===== config.mk =====
export PLATFORM = sky130hd
export DESIGN_NAME = fmul_add_norm_stage
export DESIGN_NICKNAME = d
export VERILOG_FILES = /design/src/rtl/fmul_pkg.sv /design/src/rtl/fmul_lzc48.sv /design/src/rtl/fmul_add_norm_stage.sv
export SDC_FILE = /design/constraint.sdc
export NUM_CORES = 1
export LEC_CHECK = 0
export ABC_AREA = 1
export CAP_MARGIN = 10
export CORE_MARGIN = 2
export CORE_UTILIZATION = 38
export CTS_CLUSTER_SIZE = 40
export DETAILED_ROUTE_END_ITERATION = 8
export RECOVER_POWER = 50
export SKIP_CTS_REPAIR_TIMING = 1
export SLEW_MARGIN = 25
export SYNTH_ARGS = -nofsm -noshare
export SYNTH_HDL_FRONTEND = slang
export SYNTH_SLANG_ARGS = --single-unit
export TNS_END_PERCENT = 100

===== constraint.sdc =====
create_clock -name clk -period 33.4 [get_ports clk]
set_clock_uncertainty 0.05 [all_clocks]
set_input_delay 3.34 -clock clk [delete_from_list [all_inputs] [get_ports clk]]
set_output_delay 3.34 -clock clk [all_outputs]
set_load 0.01 [all_outputs]

===== src/rtl/fmul_pkg.sv =====
// fmul_pkg: shared constants and types for the binary32 multiplier add/normalise stage
package fmul_pkg;
  localparam logic [1:0] RM_RNE = 2'b00;
  localparam logic [1:0] RM_RTZ = 2'b01;
  localparam logic [1:0] RM_RUP = 2'b10;
  localparam logic [1:0] RM_RDN = 2'b11;
  localparam logic [7:0] EXP_MAX = 8'hff;
  localparam logic [30:0] INF_MAG = {EXP_MAX, 23'h0};
  localparam logic [30:0] MAX_MAG = {8'hfe, 23'h7fffff};
  localparam int FLAG_NV = 3;
  localparam int FLAG_OF = 2;
  localparam int FLAG_UF = 1;
  localparam int FLAG_NX = 0;
  typedef struct packed {
    logic [1:0]  rm;
    logic        sign;
    logic [9:0]  exp10;
    logic        is_nan;
    logic        is_inf;
    logic [22:0] frac;
    logic [47:0] prod;
  } p_t;
endpackage


===== src/rtl/fmul_lzc48.sv =====
// fmul_lzc48: combinational 48-bit leading-zero count (48 for an all-zero input)
module fmul_lzc48 (
  input  logic [47:0] val_i,
  output logic [5:0]  cnt_o
);
  always_comb begin
    cnt_o = 6'd48;
    for (int i = 0; i < 48; i++)
      if (val_i[i]) cnt_o = 6'(47 - i);
  end
endmodule


===== src/rtl/fmul_add_norm_stage.sv =====
// fmul_add_norm_stage: product resolve, normalise, round and pack for binary32 multiply.
// Define FMUL_FLAGS_EN to add the registered s_flags {NV,OF,UF,NX} output.
module fmul_add_norm_stage
  import fmul_pkg::*;
(
  input  logic        clk,
  input  logic        clr,
  input  logic        in_valid,
  output logic        in_ready,
  input  logic [1:0]  a_rm,
  input  logic        a_sign,
  input  logic [9:0]  a_exp10,
  input  logic        a_is_nan,
  input  logic        a_is_inf,
  input  logic [22:0] a_inf_nan_frac,
  input  logic [39:0] a_sum,
  input  logic [39:0] a_carry,
  input  logic [7:0]  a_z8,
  output logic        out_valid,
  input  logic        out_ready,
  output logic [31:0] s_result
`ifdef FMUL_FLAGS_EN
  ,
  output logic [3:0]  s_flags
`endif
);
  p_t p_q, p_d;
  logic p_v_q, p_v_d, r_v_q, r_v_d, adv;
  logic [31:0] res_q, res_d;
  logic [5:0] lz;
  logic signed [11:0] e0, e1, rsh_s;
  logic [11:0] lim, lzm1, sh, rsh, efield;
  logic [47:0] m, m2;
  logic [23:0] sig;
  logic [34:0] rnd;
  logic s0, g, st, inc, ovf, to_inf;
  fmul_lzc48 u_lzc (.val_i(p_q.prod), .cnt_o(lz));
  always_comb begin
    adv = p_v_q & (!r_v_q | out_ready);
    in_ready = !p_v_q | !r_v_q | out_ready;
    p_v_d = in_ready ? in_valid : p_v_q;
    r_v_d = adv | (r_v_q & !out_ready);
    p_d = '{a_rm, a_sign, a_exp10, a_is_nan, a_is_inf, a_inf_nan_frac, {a_sum + a_carry, a_z8}};
  end
  // Normalise so the hidden bit sits at m[46]; never let the exponent drop below 1 here.
  always_comb begin
    e0 = {{2{p_q.exp10[9]}}, p_q.exp10};
    lim = (e0 > 12'sd1) ? 12'(e0 - 12'sd1) : 12'd0;
    lzm1 = {6'd0, lz} - 12'd1;
    sh = p_q.prod[47] ? 12'd0 : (lzm1 < lim ? lzm1 : lim);
    m = p_q.prod[47] ? p_q.prod >> 1 : p_q.prod << sh;
    s0 = p_q.prod[47] & p_q.prod[0];
    e1 = p_q.prod[47] ? e0 + 12'sd1 : e0 - $signed(sh);
    rsh_s = 12'sd1 - e1;
    rsh = (e1 > 12'sd0) ? 12'd0 : (rsh_s > 12'sd26 ? 12'd26 : 12'(rsh_s));
    m2 = m >> rsh;
    sig = m2[46:23];
    g = m2[22];
    st = s0 | ((m2 << rsh) != m) | (|m2[21:0]);
    efield = sig[23] ? 12'(e1) : 12'd0;
    inc = (p_q.rm == RM_RNE) ? g & (st | sig[0]) :
          (p_q.rm == RM_RUP) ? !p_q.sign & (g | st) :
          (p_q.rm == RM_RDN) ? p_q.sign & (g | st) : 1'b0;
    rnd = {efield, sig[22:0]} + {34'd0, inc};
    ovf = rnd[34:23] >= 12'd255;
    to_inf = (p_q.rm == RM_RNE) | (p_q.rm == RM_RUP & !p_q.sign) | (p_q.rm == RM_RDN & p_q.sign);
    res_d = p_q.is_nan ? {p_q.sign, EXP_MAX, p_q.frac} :
            p_q.is_inf ? {p_q.sign, INF_MAG} :
            ovf        ? {p_q.sign, to_inf ? INF_MAG : MAX_MAG} :
                         {p_q.sign, rnd[30:0]};
  end
  always_ff @(posedge clk or posedge clr) begin
    if (clr) begin
      p_v_q <= 1'b0;
      r_v_q <= 1'b0;
      p_q <= '0;
      res_q <= '0;
    end else begin
      p_v_q <= p_v_d;
      r_v_q <= r_v_d;
      if (in_valid & in_ready) p_q <= p_d;
      if (adv) res_q <= res_d;
    end
  end
  assign out_valid = r_v_q;
  assign s_result = res_q;
`ifdef FMUL_FLAGS_EN
  logic [3:0] flg_q, flg_d;
  logic nx;
  always_comb begin
    nx = g | st;
    flg_d = '0;
    flg_d[FLAG_NV] = p_q.is_nan;
    flg_d[FLAG_OF] = !p_q.is_nan & !p_q.is_inf & ovf;
    flg_d[FLAG_UF] = !p_q.is_nan & !p_q.is_inf & !ovf & (efield == 12'd0) & nx;
    flg_d[FLAG_NX] = !p_q.is_nan & !p_q.is_inf & (ovf | nx);
  end
  always_ff @(posedge clk or posedge clr) begin
    if (clr) flg_q <= '0;
    else if (adv) flg_q <= flg_d;
  end
  assign s_flags = flg_q;
`endif
endmodule


# After elaboration in Yosys (flattened, before gate mapping)
# Index checks and enable logic that the tools add are counted.
[classes]
n_addsub = 7
n_lt_le_gt_ge = 5
eq_ne = 3
shift = 3
mux = 63
bitwise_logic = 19
reduce_logical = 6
[ops]
columns = ["cell", "count"]
rows = [
  ["two-way mux 6 bit", 32],
  ["left shift 48 x 12 -> 48 bit", 2],
  ["two-way mux 31 bit", 3],
  ["two-way mux 12 bit", 7],
  ["two-way mux 5 bit", 16],
  ["two-way mux 48 bit", 1],
  ["inequality test 48 bit", 1],
  [">> shifter 48 x 12 -> 48 bit", 1],
  ["adder 40 bit", 1],
  ["adder 35 x 1 -> 35 bit", 1],
  ["two-way mux 24 bit", 1],
  ["OR reduction 22 bit", 1],
  ["greater-or-equal comparator 12 x 8 -> 1 bit, second input constant", 1],
  ["greater-than comparator 12 x 1 -> 1 bit, second input constant", 1],
  ["greater-than comparator 12 x 6 -> 1 bit, second input constant", 1],
  ["< comparator 12 bit", 1],
  ["subtractor 10 x 12 -> 12 bit", 1],
  ["subtractor 2 x 12 -> 12 bit, first input constant", 1],
  ["adder 10 x 2 -> 11 bit, second input constant", 1],
  ["subtractor 10 x 2 -> 11 bit, second input constant", 1],
  ["greater-than comparator 10 x 2 -> 1 bit, second input constant", 1],
  ["bitwise OR 1 bit", 10],
  ["bitwise AND 1 bit", 9],
  ["subtractor 6 x 1 -> 7 bit, second input constant", 1],
  ["other kinds (4)", 10],
]
[totals]
reg_bits = 120
inputBits = 130
word_cells = 116

# Depth between registers and ports, before layout
[depth]
word_depth = 73
depth_mapped = 135

# Cells and area by module
# A second synthesis with hierarchy kept.
[hier_totals]
cells_unflattened = 3463
hier_area_um2 = 19520.0
[modules_own_cells]
columns = ["module", "instances", "cells_per_inst", "area_per_inst_um2"]
rows = [
  ["fmul_add_norm_stage", 1, 3296, 18824.3],
  ["fmul_lzc48", 1, 167, 695.7],
]

# Least setup slack after synthesis
# OpenSTA, ideal clock, no wires.
[synth_timing]
path_kind = "reg-to-reg"
from = "register p_q[2] (netlist name)"
to = "register res_q[18], in the netlist s_result[18]"
setup_time_ns = 0.122
arrival_time_ns = 11.356
required_ns = 33.228
slack_ns = 21.872
path_stages_with_launch = 123
path_cell_list = "dfrtp_1 -> inv_1 -> nand2_1 -> nand2_1 -> nand2_1 -> nand2_1 -> nand2_1 -> nand2_1 -> nand2_1 -> nand2_1 -> nand2_1 -> nand2_1 -> nand2_1 -> nand2_1 -> nand2_1 -> nand2_1 -> nand2_1 -> nand2_1 -> [... 87 more ...] -> ha_1 -> ha_1 -> nand3_2 -> nor2_4 -> nand2_1 -> inv_2 -> nand2_1 -> nand2_1 -> nand2_1 -> nor2_1 -> nand2_1 -> inv_2 -> nand2_4 -> nand2_4 -> nand2_4 -> buf_8 -> nand3_2 -> a21oi_2"
[synth_between]
elab_chain_len = 71
word_cells_on_any_way = 79
cone_classes = "4 x add/sub; 4 x order compare; 1 x eq/ne; 3 x shift; 59 x mux; 7 x bitwise; 1 x reduce/logical"
[synth_rtl]
columns = ["item", "line", "rtl"]
rows = [
  ["start, declared", "fmul_add_norm_stage.sv:27", "p_t p_q, p_d;"],
  ["start signal, assigned", "fmul_add_norm_stage.sv:81", "if (in_valid & in_ready) p_q <= p_d;"],
  ["two-way mux 5 bit (14 in series)", "fmul_lzc48.sv:9", "if (val_i[i]) cnt_o = 6'(47 - i);"],
  ["two-way mux 6 bit (32 in series)", "fmul_lzc48.sv:9", ""],
  ["subtractor 6 x 1 -> 7 bit", "fmul_add_norm_stage.sv:49", "lzm1 = {6'd0, lz} - 12'd1;"],
  ["< comparator 12 bit", "fmul_add_norm_stage.sv:50", "sh = p_q.prod[47] ? 12'd0 : (lzm1 < lim ? lzm1 : lim);"],
  ["two-way mux 12 bit (2 in series)", "fmul_add_norm_stage.sv:50", ""],
  ["subtractor 10 x 12 -> 12 bit", "fmul_add_norm_stage.sv:53", "e1 = p_q.prod[47] ? e0 + 12'sd1 : e0 - $signed(sh);"],
  ["two-way mux 12 bit", "fmul_add_norm_stage.sv:53", ""],
  ["subtractor 2 x 12 -> 12 bit", "fmul_add_norm_stage.sv:54", "rsh_s = 12'sd1 - e1;"],
  ["[... 10 more ...]", "n/a", ""],
  ["two-way mux 1 bit", "fmul_add_norm_stage.sv:63", "(p_q.rm == RM_RDN) ? p_q.sign & (g | st) : 1'b0;"],
  ["two-way mux 1 bit", "fmul_add_norm_stage.sv:62", "(p_q.rm == RM_RUP) ? !p_q.sign & (g | st) :"],
  ["two-way mux 1 bit", "fmul_add_norm_stage.sv:61", "inc = (p_q.rm == RM_RNE) ? g & (st | sig[0]) :"],
  ["adder 35 x 1 -> 35 bit *", "fmul_add_norm_stage.sv:64", "rnd = {efield, sig[22:0]} + {34'd0, inc};"],
  ["greater-or-equal comparator 12 x 8 -> 1 bit", "fmul_add_norm_stage.sv:65", "ovf = rnd[34:23] >= 12'd255;"],
  ["two-way mux 31 bit *", "fmul_add_norm_stage.sv:69", "ovf ? {p_q.sign, to_inf ? INF_MAG : MAX_MAG} :"],
  ["two-way mux 31 bit *", "fmul_add_norm_stage.sv:68", "p_q.is_inf ? {p_q.sign, INF_MAG} :"],
  ["two-way mux 31 bit *", "fmul_add_norm_stage.sv:67", "res_d = p_q.is_nan ? {p_q.sign, EXP_MAX, p_q.frac} :"],
  ["end signal, assigned", "fmul_add_norm_stage.sv:82", "if (adv) res_q <= res_d;"],
  ["end, declared", "fmul_add_norm_stage.sv:29", "logic [31:0] res_q, res_d;"],
]
# Mark *: on every way between the ends. The rest lies on a longest branch, timed or not.
# A chain may end at the register's enable or synchronous reset.

# Worst setup path after layout
[layout_timing]
from = "register p_q[2] (netlist name)"
to = "register res_q[23], in the netlist s_result[23]"
# Same word-level chain as after synthesis.

==> impl_results.md <==
* Synth top area share at 0.233
* Sequential share of the synthesized area at 0.162
* Worst-Margin Slew at between 3000 and 4000 ps
* Hold slack at 419 ps
* Detailed Routing Iterations Pass 1 at 7
* Slowest stage cell on the critical path: clkinv_1
* Most area-hungry cell type in the Yosys netlist: nand2_1
* Status: complete, but fails checks
* Syn Area/Cell at 5.53 sq um
* Storage element area at 3000 sq um
* Vias in the first global route at 21000
* CTS tree: built
* Area delta synth->final at 13.1%
* Iter 0 DRT Violations at 2918
* # nets final at 3582
* Worst Setup Slack, final at 17100 ps
* Via count at 22700
* Final estimated routing congestion in global placement at 0.978
* Clock net sink count at 120
* Max Slew Vio Count at about 220
* CP max FO at 54
* CTS H-tree depth at 4
* Maximum Capacitance Violations at 4
* Total global routing track utilization at 0.272
* Via/cell ratio at approximately 5.7
* Filler cells at 5350
* Worst path max stage delay at 810 ps
* Post-DP HPWL at between 50 and 60 mm
* Syn Inst Count at roughly 3400
* Clk slew on worst S/H paths at around 60 ps
* CP endpoint kind: flip-flop
* First-pass GRT wire length at 112 mm
* Util after Layout at 0.432
* Ports at 164
* Bufs on Longest Clock Path at 2
* Worst path most repeated cell: nand2_1
* Number of synthesized flops with an enable pin at 0
* Drt drc at 0
* Buffers on Ports at 163
* Crit Path Class: reg2reg
* Final critical-path required period at 16300 ps
* Overflow after GRT at 0
* Core Area at 48600 sq um
* Largest cells by area after synthesis: nand2_1 (23%), nand3_1 (22%), dfrtp_1 (16%)
* Top FF cell, synth: dfrtp_1
* Hold WC Path Type: reg2reg
* Antenna Nets Post-Route at 0
* Starting density of the core at 0.382
* Failing checks: max-capacitance violations, max-slew violations
* CTS root buf: clkbuf_16
* Layout cells sized above 1 at 0.0580
* Cell variety after synth at 62
* Final setup fails at 0
* CP required at 33680 ps
* Pre-CTS setup slack at approximately 17000 ps
* Die outline width at 225 um
* Synth Cell Area at 18600 sq um
* Final WL at a little under 70 mm
* Syn nets at 3561
* CTS Buf Count at 17
* Die height at 225 um
* RSZ-0062 raised after global routing: false
* Ys async rst share at 1.00
* F_max at 61.3 MHz
* Initial antenna violation count at 0
* Crit start category: flip-flop
* Largest net degree at the start of global routing at 78
* Rows at 81
* Crit path DAT at 16580 ps
* Antenna diode count at 0
* Setup slack, reg-to-reg at 17100 ps
* Multi-input gate area at 13900 sq um
* DR WL/cell at approximately 17 um
* Die ar. at ~51000 sq um
* Clock Latency Late Sink at 450 ps
* Final hold vios at 0
* Synth Register Bits at 120
* Final period util at 0.488
* TNS Setup at 0 ps
* Max-slew headroom at -1.30
* Ys Warns at 0
==> stage by stage <==
stage / instance area (sq um) / cells
floorplan: 18600 / 3361
global placement: 20400 / 3985
detailed placement: 20400 / 3985
CTS: 21000 / 4017
global route: 21000 / 4017
finish: 21000 / 4017
==> synth_stat cells (all sizes together), types with 25 or more instances <==
master and count:
a21oi 140, a31oi 31, buf 124, clkbuf 65, dfrtp 120, ha 68, inv 214, nand2 1167
nand3 854, nand4 32, nor2 227, nor3 26, o21ai 149, or2 25, xor2 37
==> registers in the layout, indices dropped and copies added, names as in the netlist <==
signal / flops
p_q: 76
s_result: 32
e0: 10
out_valid: 1
p_v_q: 1
==> critical path: cells and delay by family, from the launching register on <==
| kind | cells | cell delay, ps |
|---|---|---|
| buffers and inverters | 13 | 3120 |
| XOR/XNOR | 2 | 360 |
| AND/OR/NAND/NOR | 89 | 8580 |
| adder cells (fa/ha/maj) | 6 | 1650 |
| AO/OA/AOI/OAI | 10 | 1900 |
| flip-flops | 1 | 400 |
==> cell type report <==
type                    count  area share
inverters                 218      0.0392
repair buffers            191      0.0871
clock buffers              20      0.0217
multi-input cells        2834       0.662
flip-flops and latches    120       0.143
clock inverters            12      0.0105
well taps                 622      0.0370
==> final timing paths <==
| check | from | endpoint | cells after the start |
|---|---|---|---|
| max | p_q[2]$_DFFE_PP0P_ | s_result[23]$_DFFE_PP0P_ | 120 |
| min | p_q[65]$_DFFE_PP0P_ | p_q[65]$_DFFE_PP0P_ | 2 |
| max reg2reg | p_q[2]$_DFFE_PP0P_ | s_result[23]$_DFFE_PP0P_ | 120 |
| min reg2reg | p_q[65]$_DFFE_PP0P_ | p_q[65]$_DFFE_PP0P_ | 2 |
| max in group asynchronous | clr | s_result[12]$_DFFE_PP0P_ | 3 |
| min in group asynchronous | clr | p_q[47]$_DFFE_PP0P_ | 2 |
==> routing by layer <==
layer,vias up,routed length (um),global-route usage
met5,-,0,0
met3,173,5650,0.0429
met1,10200,30700,0.376
met2,1043,29700,0.421
met4,0,2740,0.112
li1,11300,-,-
==> cell usage in the layout, fill, tap and decap left out, types with 25 or more instances in the layout <==
cell type,instances
a21oi_1,117
a31oi_1,31
buf_4,25
clkdlybuf4s50_1,128
dfrtp_1,120
dlygate4sd3_1,35
ha_1,68
inv_1,191
nand2_1,1152
nand3_1,823
nand3_2,29
nand4_1,31
nor2_1,211
o21ai_0,125
xor2_1,37
==> cells by family (layout without fill, tap and decap cells) <==
group,count (synthesis),in the layout,synth area share
AND/OR/NAND/NOR,2343,2343,0.559
XOR/XNOR,47,47,0.0221
adder cells (fa/ha/maj),70,70,0.0479
other,1,1,0.000202
buffers and inverters,407,441,0.0926
AO/OA/AOI/OAI,373,373,0.116
flip-flops,120,120,0.162
Power is not shown: default switching activity piles up to over one toggle a cycle in this logic, so the estimate is an artifact.
